--- src/rtl/uart_pkg.sv ---
// Shared definitions for the oversampling UART receiver.
//   rx_state_e    : receiver FSM state encoding
//   calc_div      : clock cycles per sample tick (integer division)
//   div_in_range  : true when the divider is usable (at least 2)
//   xor_bits      : parity (XOR reduction) over a data word, zero-extended
package uart_pkg;

  typedef enum logic [2:0] {
    RX_IDLE      = 3'd0,
    RX_START     = 3'd1,
    RX_DATA      = 3'd2,
    RX_PARITY    = 3'd3,
    RX_STOP1     = 3'd4,
    RX_STOP2     = 3'd5,
    RX_PUSH      = 3'd6,
    RX_WAIT_HIGH = 3'd7
  } rx_state_e;

  localparam int MAX_DATA_BITS = 9;

  function automatic int calc_div(input int clk_freq, input int baud, input int os);
    return clk_freq / (baud * os);
  endfunction

  function automatic bit div_in_range(input int div);
    return div >= 2;
  endfunction

  function automatic logic xor_bits(input logic [MAX_DATA_BITS-1:0] bits);
    return ^bits;
  endfunction

endpackage

--- src/rtl/uart_rx_oversampled_if.sv ---
// Received-frame stream between the UART receiver and its consumer.
//   data       : data of the frame at the FIFO head
//   parity_err : parity mismatch flag of the head frame
//   frame_err  : stop-bit error flag of the head frame
//   valid      : a frame is available
//   ready      : consumer accepts the head frame
interface uart_rx_oversampled_if #(
  parameter int DATA_BITS = 8
);
  logic [DATA_BITS-1:0] data;
  logic                 parity_err;
  logic                 frame_err;
  logic                 valid;
  logic                 ready;

  modport master (output data, parity_err, frame_err, valid, input ready);
  modport slave  (input data, parity_err, frame_err, valid, output ready);
endinterface

--- src/rtl/uart_rx_fifo.sv ---
// First-word-fall-through frame buffer.
//   clk, resetn : clock, asynchronous active-low reset
//   push, wdata : write request and data
//   pop         : remove the head entry (ignored while empty)
//   rdata       : head entry, zero while empty
//   empty       : no entries stored
//   overrun     : push refused because the buffer is full and not popping
module uart_rx_fifo #(
  parameter int WIDTH = 10,
  parameter int DEPTH = 4
) (
  input  logic             clk,
  input  logic             resetn,
  input  logic             push,
  input  logic [WIDTH-1:0] wdata,
  input  logic             pop,
  output logic [WIDTH-1:0] rdata,
  output logic             empty,
  output logic             overrun
);

  localparam int AW = $clog2(DEPTH);

  if (DEPTH < 2 || (DEPTH & (DEPTH - 1)) != 0) begin : g_depth_check
    $fatal(1, "uart_rx_fifo: DEPTH must be a power of two and at least 2");
  end

  logic [WIDTH-1:0] mem [DEPTH];
  // One extra wrap bit on each pointer separates full from empty.
  logic [AW:0]      wptr;
  logic [AW:0]      rptr;
  logic             full;
  logic             push_ok;
  logic             pop_ok;

  assign empty   = (wptr == rptr);
  assign full    = (wptr[AW] != rptr[AW]) && (wptr[AW-1:0] == rptr[AW-1:0]);
  assign pop_ok  = pop && !empty;
  // A simultaneous pop frees the slot being written, so a full push is still taken.
  assign push_ok = push && (!full || pop_ok);
  assign overrun = push && full && !pop_ok;
  assign rdata   = empty ? '0 : mem[rptr[AW-1:0]];

  always_ff @(posedge clk) begin
    if (push_ok) mem[wptr[AW-1:0]] <= wdata;
  end

  always_ff @(posedge clk or negedge resetn) begin
    if (!resetn) begin
      wptr <= '0;
      rptr <= '0;
    end else begin
      if (push_ok) wptr <= wptr + 1'b1;
      if (pop_ok)  rptr <= rptr + 1'b1;
    end
  end

endmodule

--- src/rtl/uart_rx_oversampled.sv ---
// Oversampling UART receiver with majority-vote bit decision, run-time
// parity / stop-bit configuration, parity, framing and break detection, and a
// FWFT frame buffer on the output.
//   clk, resetn    : clock, asynchronous active-low reset
//   rx_i           : asynchronous serial line, idle high
//   cfg_parity_en  : parity bit follows the data bits
//   cfg_parity_odd : 1 = odd parity, 0 = even parity
//   cfg_two_stop   : check a second stop bit
//   m              : frame stream (data, parity_err, frame_err, valid, ready)
//   overrun        : one-cycle pulse, frame dropped on a full buffer
//   break_det      : one-cycle pulse, break received
//   rx_busy        : receiver is not idle
//
// state      | meaning
// -----------+--------------------------------------------------
// IDLE       | waiting for a tick with the line low
// START      | verifying the start bit, false start returns here
// DATA       | shifting data bits in, LSB first
// PARITY     | checking the parity bit
// STOP1      | checking the first stop bit, detecting break
// STOP2      | checking the second stop bit
// PUSH       | one clock, frame written to the buffer
// WAIT_HIGH  | after a break, waiting for the line to return high
module uart_rx_oversampled
  import uart_pkg::*;
#(
  parameter int CLK_FREQ   = 50_000_000,
  parameter int BAUD_RATE  = 115200,
  parameter int OVERSAMPLE = 16,
  parameter int DATA_BITS  = 8,
  parameter int FIFO_DEPTH = 4
) (
  input  logic clk,
  input  logic resetn,
  input  logic rx_i,
  input  logic cfg_parity_en,
  input  logic cfg_parity_odd,
  input  logic cfg_two_stop,
  uart_rx_oversampled_if.master m,
  output logic overrun,
  output logic break_det,
  output logic rx_busy
);

  localparam int DIV = calc_div(CLK_FREQ, BAUD_RATE, OVERSAMPLE);
  localparam int H   = OVERSAMPLE / 2;
  localparam int DW  = (DIV > 1) ? $clog2(DIV) : 1;
  localparam int SW  = $clog2(OVERSAMPLE);
  localparam int BW  = $clog2(DATA_BITS + 1);

  if (!div_in_range(DIV) || OVERSAMPLE < 8 || (OVERSAMPLE % 2) != 0 ||
      DATA_BITS < 5 || DATA_BITS > MAX_DATA_BITS) begin : g_param_check
    $fatal(1, "uart_rx_oversampled: unsupported parameter set");
  end

  localparam logic [2:0] S_IDLE      = RX_IDLE;
  localparam logic [2:0] S_START     = RX_START;
  localparam logic [2:0] S_DATA      = RX_DATA;
  localparam logic [2:0] S_PARITY    = RX_PARITY;
  localparam logic [2:0] S_STOP1     = RX_STOP1;
  localparam logic [2:0] S_STOP2     = RX_STOP2;
  localparam logic [2:0] S_PUSH      = RX_PUSH;
  localparam logic [2:0] S_WAIT_HIGH = RX_WAIT_HIGH;

  logic                 rx_meta;
  logic                 rxs;
  logic [DW-1:0]        div_cnt;
  logic                 tick;
  logic [SW-1:0]        s;
  logic                 s_last;
  logic                 dec_tick;
  logic                 end_tick;
  logic                 samp_a;
  logic                 samp_b;
  logic                 bit_val;
  logic [2:0]           state;
  logic [2:0]           state_nxt;
  logic                 start_det;
  logic [DATA_BITS-1:0] shreg;
  logic [BW-1:0]        bit_cnt;
  logic                 par_en_q;
  logic                 par_odd_q;
  logic                 two_stop_q;
  logic                 par_bit;
  logic                 parity_err;
  logic                 frame_err;
  logic                 brk;
  logic                 push;
  logic                 pop;
  logic                 empty;
  logic [DATA_BITS+1:0] wdata;
  logic [DATA_BITS+1:0] rdata;

  always_ff @(posedge clk or negedge resetn) begin
    if (!resetn) begin
      rx_meta <= 1'b1;
      rxs     <= 1'b1;
    end else begin
      rx_meta <= rx_i;
      rxs     <= rx_meta;
    end
  end

  assign tick = (div_cnt == DW'(DIV - 1));

  always_ff @(posedge clk or negedge resetn) begin
    if (!resetn) div_cnt <= '0;
    else         div_cnt <= tick ? '0 : div_cnt + 1'b1;
  end

  assign s_last    = (s == SW'(OVERSAMPLE - 1));
  assign dec_tick  = tick && (s == SW'(H + 1));
  assign end_tick  = tick && s_last;
  assign bit_val   = (samp_a & samp_b) | (samp_a & rxs) | (samp_b & rxs);
  assign start_det = (state == S_IDLE) && tick && !rxs;

  always_comb begin
    state_nxt = state;
    case (state)
      S_IDLE:      if (tick && !rxs) state_nxt = S_START;
      S_START: begin
        if (dec_tick && bit_val) state_nxt = S_IDLE;
        else if (end_tick)       state_nxt = S_DATA;
      end
      S_DATA: begin
        if (end_tick && bit_cnt == BW'(DATA_BITS))
          state_nxt = par_en_q ? S_PARITY : S_STOP1;
      end
      S_PARITY:    if (end_tick) state_nxt = S_STOP1;
      S_STOP1: begin
        // Single stop: leave at the decision so the next start edge is not missed.
        if (two_stop_q) begin
          if (end_tick) state_nxt = S_STOP2;
        end else if (dec_tick) begin
          state_nxt = S_PUSH;
        end
      end
      S_STOP2:     if (dec_tick) state_nxt = S_PUSH;
      S_PUSH:      state_nxt = brk ? S_WAIT_HIGH : S_IDLE;
      S_WAIT_HIGH: if (rxs) state_nxt = S_IDLE;
      default:     state_nxt = S_IDLE;
    endcase
  end

  always_ff @(posedge clk or negedge resetn) begin
    if (!resetn) begin
      state      <= S_IDLE;
      s          <= '0;
      samp_a     <= 1'b1;
      samp_b     <= 1'b1;
      shreg      <= '0;
      bit_cnt    <= '0;
      par_en_q   <= 1'b0;
      par_odd_q  <= 1'b0;
      two_stop_q <= 1'b0;
      par_bit    <= 1'b0;
      parity_err <= 1'b0;
      frame_err  <= 1'b0;
      brk        <= 1'b0;
    end else begin
      state <= state_nxt;

      // s is held at 0 while idle, so the first tick in START is sample 0.
      if (tick) s <= (state == S_IDLE || s_last) ? '0 : s + 1'b1;
      if (tick && s == SW'(H - 1)) samp_a <= rxs;
      if (tick && s == SW'(H))     samp_b <= rxs;

      if (start_det) begin
        par_en_q   <= cfg_parity_en;
        par_odd_q  <= cfg_parity_odd;
        two_stop_q <= cfg_two_stop;
        shreg      <= '0;
        bit_cnt    <= '0;
        par_bit    <= 1'b0;
        parity_err <= 1'b0;
        frame_err  <= 1'b0;
        brk        <= 1'b0;
      end

      if (dec_tick) begin
        case (state)
          S_DATA: begin
            shreg   <= {bit_val, shreg[DATA_BITS-1:1]};
            bit_cnt <= bit_cnt + 1'b1;
          end
          S_PARITY: begin
            par_bit    <= bit_val;
            parity_err <= bit_val ^ xor_bits(MAX_DATA_BITS'(shreg)) ^ par_odd_q;
          end
          S_STOP1: begin
            if (!bit_val) frame_err <= 1'b1;
            brk <= !bit_val && (shreg == '0) && (!par_en_q || !par_bit);
          end
          S_STOP2: begin
            if (!bit_val) frame_err <= 1'b1;
          end
          default: ;
        endcase
      end
    end
  end

  assign push      = (state == S_PUSH);
  assign wdata     = {parity_err, frame_err, shreg};
  assign pop       = !empty && m.ready;
  assign break_det = push && brk;
  assign rx_busy   = (state != S_IDLE);

  uart_rx_fifo #(
    .WIDTH (DATA_BITS + 2),
    .DEPTH (FIFO_DEPTH)
  ) u_fifo (
    .clk     (clk),
    .resetn  (resetn),
    .push    (push),
    .wdata   (wdata),
    .pop     (pop),
    .rdata   (rdata),
    .empty   (empty),
    .overrun (overrun)
  );

  assign m.data       = rdata[DATA_BITS-1:0];
  assign m.frame_err  = rdata[DATA_BITS];
  assign m.parity_err = rdata[DATA_BITS+1];
  assign m.valid      = !empty;

endmodule

--- src/flat_wrapper.sv ---
// flat-port wrapper written by rule: the top's interface ports become plain ports
module uart_rx_oversampled_flat import uart_pkg::*;
#(
  parameter int CLK_FREQ   = 50_000_000,
  parameter int BAUD_RATE  = 115200,
  parameter int OVERSAMPLE = 16,
  parameter int DATA_BITS  = 8,
  parameter int FIFO_DEPTH = 4
)
  (clk, resetn, rx_i, cfg_parity_en, cfg_parity_odd, cfg_two_stop, overrun, break_det, rx_busy, m_data, m_parity_err, m_frame_err, m_valid, m_ready);
  uart_rx_oversampled_if #(.DATA_BITS(DATA_BITS)) m_i ();
  input  logic clk;
  input  logic resetn;
  input  logic rx_i;
  input  logic cfg_parity_en;
  input  logic cfg_parity_odd;
  input  logic cfg_two_stop;
  output logic overrun;
  output logic break_det;
  output logic rx_busy;
  output wire logic [$bits(m_i.data)-1:0] m_data;
  output wire logic [$bits(m_i.parity_err)-1:0] m_parity_err;
  output wire logic [$bits(m_i.frame_err)-1:0] m_frame_err;
  output wire logic [$bits(m_i.valid)-1:0] m_valid;
  input wire logic [$bits(m_i.ready)-1:0] m_ready;
  assign m_data = m_i.data;
  assign m_parity_err = m_i.parity_err;
  assign m_frame_err = m_i.frame_err;
  assign m_valid = m_i.valid;
  assign m_i.ready = m_ready;
  uart_rx_oversampled #(.CLK_FREQ(CLK_FREQ), .BAUD_RATE(BAUD_RATE), .OVERSAMPLE(OVERSAMPLE), .DATA_BITS(DATA_BITS), .FIFO_DEPTH(FIFO_DEPTH)) u_core (.clk(clk), .resetn(resetn), .rx_i(rx_i), .cfg_parity_en(cfg_parity_en), .cfg_parity_odd(cfg_parity_odd), .cfg_two_stop(cfg_two_stop), .m(m_i), .overrun(overrun), .break_det(break_det), .rx_busy(rx_busy));
endmodule
--- config.mk ---
export PLATFORM = sky130hd
export DESIGN_NAME = uart_rx_oversampled_flat
export DESIGN_NICKNAME = d
export VERILOG_FILES = /design/src/rtl/uart_pkg.sv /design/src/rtl/uart_rx_oversampled_if.sv /design/src/rtl/uart_rx_fifo.sv /design/src/rtl/uart_rx_oversampled.sv /design/src/flat_wrapper.sv
export SDC_FILE = /design/constraint.sdc
export NUM_CORES = 1
export LEC_CHECK = 0
export CAP_MARGIN = 20
export CORE_UTILIZATION = 60
export CTS_BUF_LIST = sky130_fd_sc_hd__clkbuf_4 sky130_fd_sc_hd__clkbuf_8
export DETAILED_ROUTE_END_ITERATION = 16
export HOLD_SLACK_MARGIN = 0.03
export PLACE_DENSITY = 0.8
export SLEW_MARGIN = 20
export SYNTH_ARGS = -nofsm -noshare
export SYNTH_HDL_FRONTEND = slang
export SYNTH_SLANG_ARGS = --single-unit
export TNS_END_PERCENT = 20
--- constraint.sdc ---
create_clock -name clk -period 3.3 [get_ports clk]
set_input_delay 0.66 -clock clk [delete_from_list [all_inputs] [get_ports clk]]
set_output_delay 0.66 -clock clk [all_outputs]
set_load 0.05 [all_outputs]
==> results by group <==
Outcome
  • Run status: complete, no violations

Worst setup path
  • R2R setup slack: about 0.95 ns
  • Worst reg2reg path endpoint: u_core.state[1]$_DFFE_PN0P_
  • Capturing element type of the critical path: primary output
  • Kind of critical path: register to primary output
  • RR Startpoint: u_core.div_cnt[0]$_DFF_PN0_
  • Max FO, Critical Path: 13
  • Required @ worst endpoint: approximately 2.6 ns
  • Cell depth of the worst flop-to-flop path: 7
  • CP Launch Type: register
  • Arrival time at the worst endpoint: 2.13 ns

CTS
  • CTS tree: yes
  • Post CTS Setup Buffer Count: 0
  • Count of cells resized by post-cts repair: 0
  • Cell at the root of the clock tree: sky130_fd_sc_hd__clkbuf_8
  • Clock latency of the later-clocked register in the worst-skew pair: roughly 0.35 ns
  • Largest buffer count on any clock path: 2
  • Maximum level of the CTS H-tree: 3
  • Hold_buf cts: 0
  • CTS clk-pin slew, worst paths: 0.08 ns
  • Total clock buffers created by CTS: 9
  • Clock sink total: 81

Floorplanning
  • Die Height: 82.2 um
  • Starting Density: 63.6%
  • Number of top-level pins: 21
  • Die outline width: 82.2 um
  • Cell row count: 28
  • Die area: 6750 um2
  • Placeable Area: 6060 um2

Placed design
  • Cell area after placement: around 4100 um2
  • Post-DP HPWL: 4520 um
  • Post-placement setup slack: 0.633 ns
  • Number of placed cells counting well taps: approximately 390
  • Port-buffer cells: 20
  • Weighted congestion at the end of routability-driven global placement: 0.804

Power
  • Worst IR Drop VDD: between 0.6 and 0.7 mV
  • Final total power: 3.34 mW
  • Proportion of power drawn by the clock network: 19.0%
  • Sw power: 1.34 mW
  • Leakage dissipation: 1.63 nW
  • Relative contribution of sequential cells to total power: 38.3%
  • Portion of total power attributed to combinational logic: 42.7%
  • Switching part of the total: between 40% and 50%
  • Internal power component: approximately 2 mW
  • Power density relative to cell area: just under 800 nW/um2

Drt
  • Number of DRC violations after detailed routing: 0
  • Drt via density: 5.75
  • Violation count after the first detailed-routing iteration: 160
  • Antenna Violating Nets Remaining: 0
  • Vias: 2319
  • Wire length per cell: about 17 um
  • Total wire length after detailed routing: 6660 um
  • Pre-Repair DR Iteration Count: 5

Yosys
  • Number of synthesized register bits: roughly 80
  • Proportion of netlist area held by the largest area contributor: 31.1%
  • Avg Cell Area, Syn: 12.8 um2
  • Leading area contributor after synthesis: sky130_fd_sc_hd__edfxtp_1
  • Synthesized area: 3860 um2
  • EDFF count, synth: 40
  • Sequential cell area fraction in the yosys report: 57.9%
  • Most used flip-flop cell after synthesis: sky130_fd_sc_hd__edfxtp_1
  • Fraction of synthesis flops using an asynchronous set or reset pin: between 50 and 60%
  • Number of warnings issued by yosys: 0
  • Post-synth net total: 325
  • Gate count of the mapped netlist: 302
  • Cell variety after synth: 51
  • Area contributors post-synth: sky130_fd_sc_hd__edfxtp_1 (31%), sky130_fd_sc_hd__dfrtp_1 (24%), sky130_fd_sc_hd__mux4_2 (5.8%)

Finish
  • Final Instance Count excl. Fillers: between 400 and 500
  • Fraction of final layout cells sized beyond drive strength 1: between 15 and 20%
  • Diode insertion count for antenna repair: 0
  • Post-layout nets: 346
  • Final Instance Area: about 4300 um2
  • Final core area utilization: 70.2%
  • Most common cell after layout, fill and taps aside: sky130_fd_sc_hd__edfxtp_1
  • Highest-count cells in the layout ignoring fill and taps: sky130_fd_sc_hd__edfxtp_1 (40), sky130_fd_sc_hd__dfrtp_1 (37), sky130_fd_sc_hd__nand2_1 (26)
  • Area overhead of the layout relative to synthesis: 10.3%

Run
  • Maximum capacitance violations: 0

STA
  • Total negative setup slack: 0 ns
  • Clock period minus final worst setup slack: 2.79 ns
  • Hold Fails Final Rpt: 0
  • Worst slew margin relative to its limit: roughly two fifths
  • Highest clock rate: 0.358 GHz
  • Post-route clock period utilization: 84.5%
  • Worst Setup Slack, final: roughly 0.51 ns
  • Final Max Slew Viols: 0
  • Final-report setup violation count: 0
  • Setup repair after global routing missed its margin: false
  • Transition time at the pin with the least slew margin: 0.907 ns
  • Setup clock skew after layout: 0.0107 ns
  • Worst Hold Margin: 0.358 ns

Min path
  • Number of cells traversed by the worst hold path: 0
  • Min-Delay Path Class: register to register
  • Worst min-delay path startpoint: u_core.rx_meta$_DFF_PN1_
  • Min-Delay Endpoint: u_core.rxs$_DFF_PN1_

Global routing
  • Number of global-route vias before repair: 2467
  • Largest net degree at the start of global routing: 42
  • Number of antenna violations at the first check in global routing: 0
  • Final global-route overflow total: 0
  • GRT Overall Usage: 23.2%
  • Wire length of the first global-routing pass: 11300 um
[synthesized netlist by cell type, types with 8 or more instances]
library cell and number:
sky130_fd_sc_hd__ha_1 16, sky130_fd_sc_hd__o21ai_0 8, sky130_fd_sc_hd__nor2b_1 15, sky130_fd_sc_hd__buf_2 9, sky130_fd_sc_hd__xnor2_1 10, sky130_fd_sc_hd__inv_1 17
sky130_fd_sc_hd__nand2_1 26, sky130_fd_sc_hd__mux4_2 10, sky130_fd_sc_hd__dfrtp_1 37, sky130_fd_sc_hd__o21ai_1 10, sky130_fd_sc_hd__nor2_1 8, sky130_fd_sc_hd__edfxtp_1 40
sky130_fd_sc_hd__nand3_1 16
[power by group through the flow]
stage / Sequential, mW / Clock (mW) / Combinational (mW)
CTS: 1.28 / 0.643 / 1.44
global route: 1.29 / 0.684 / 1.54
floorplan: 1.23 / 0 / 1.13
detailed placement: 1.30 / 0 / 1.43
global placement: 1.29 / 0 / 1.40
finish: 1.28 / 0.635 / 1.42
[worst max-delay path by stage]
stage	from	to	slack, ns	depth (start not counted)
after floorplan	m_ready	overrun	0.92	2
after CTS	u_core.u_fifo.rptr[1]$_DFFE_PN0P_	overrun	0.48	4
after detailed placement	m_ready	overrun	0.63	4
after global placement	m_ready	overrun	0.70	4
final	u_core.u_fifo.rptr[1]$_DFFE_PN0P_	overrun	0.51	4
after global routing	u_core.u_fifo.rptr[1]$_DFFE_PN0P_	overrun	0.41	4
[layout make-up]
class,instances,area [um2]
clock buffers,11,139
inverters,18,67.6
well taps,75,93.8
fillers,429,1810
multi-input cells,190,1490
flip-flops and latches,81,2230
repair buffers,23,200
clock inverters,5,32.5
[registers in the layout, indices dropped and copies added, names as in the netlist, 3 cells and up]
name,cells
u_core.u_fifo.mem,40
u_core.s,4
u_core.shreg,8
u_core.div_cnt,5
u_core.state,3
u_core.u_fifo.rptr,3
u_core.u_fifo.wptr,3
u_core.bit_cnt,4
[critical path: stages, from the launching register on]
cell	delay, ns
sky130_fd_sc_hd__dfrtp_1	0.72
sky130_fd_sc_hd__xor2_1	0.17
sky130_fd_sc_hd__nor4_1	0.42
sky130_fd_sc_hd__nor2b_1	0.29
sky130_fd_sc_hd__buf_12	0.17
[kinds of logic (layout without fill, tap and decap cells)]
| logic type | Yosys count | after routing | synth area share (%) |
|---|---|---|---|
| AOI/OAI and AO/OA | 38 | 38 | 6.33 |
| xor gates and xnor gates | 16 | 16 | 3.63 |
| adders and majority gates | 16 | 16 | 5.19 |
| buffers and inverters | 31 | 57 | 3.50 |
| DFF | 81 | 81 | 57.9 |
| muxes | 21 | 21 | 8.92 |
| and+or+nand+nor | 99 | 99 | 14.5 |
[metal layers]
layer / vias to the layer above / share of wire [%] / track usage, %
met5: - / 0 / 0
met4: 0 / 1.3 / 11.1
met3: 8 / 3.8 / 4.18
met2: 49 / 54 / 41.1
met1: 1144 / 40 / 27.3
li1: 1118 / - / -
Note: power is estimated with default switching activity, not from simulation.
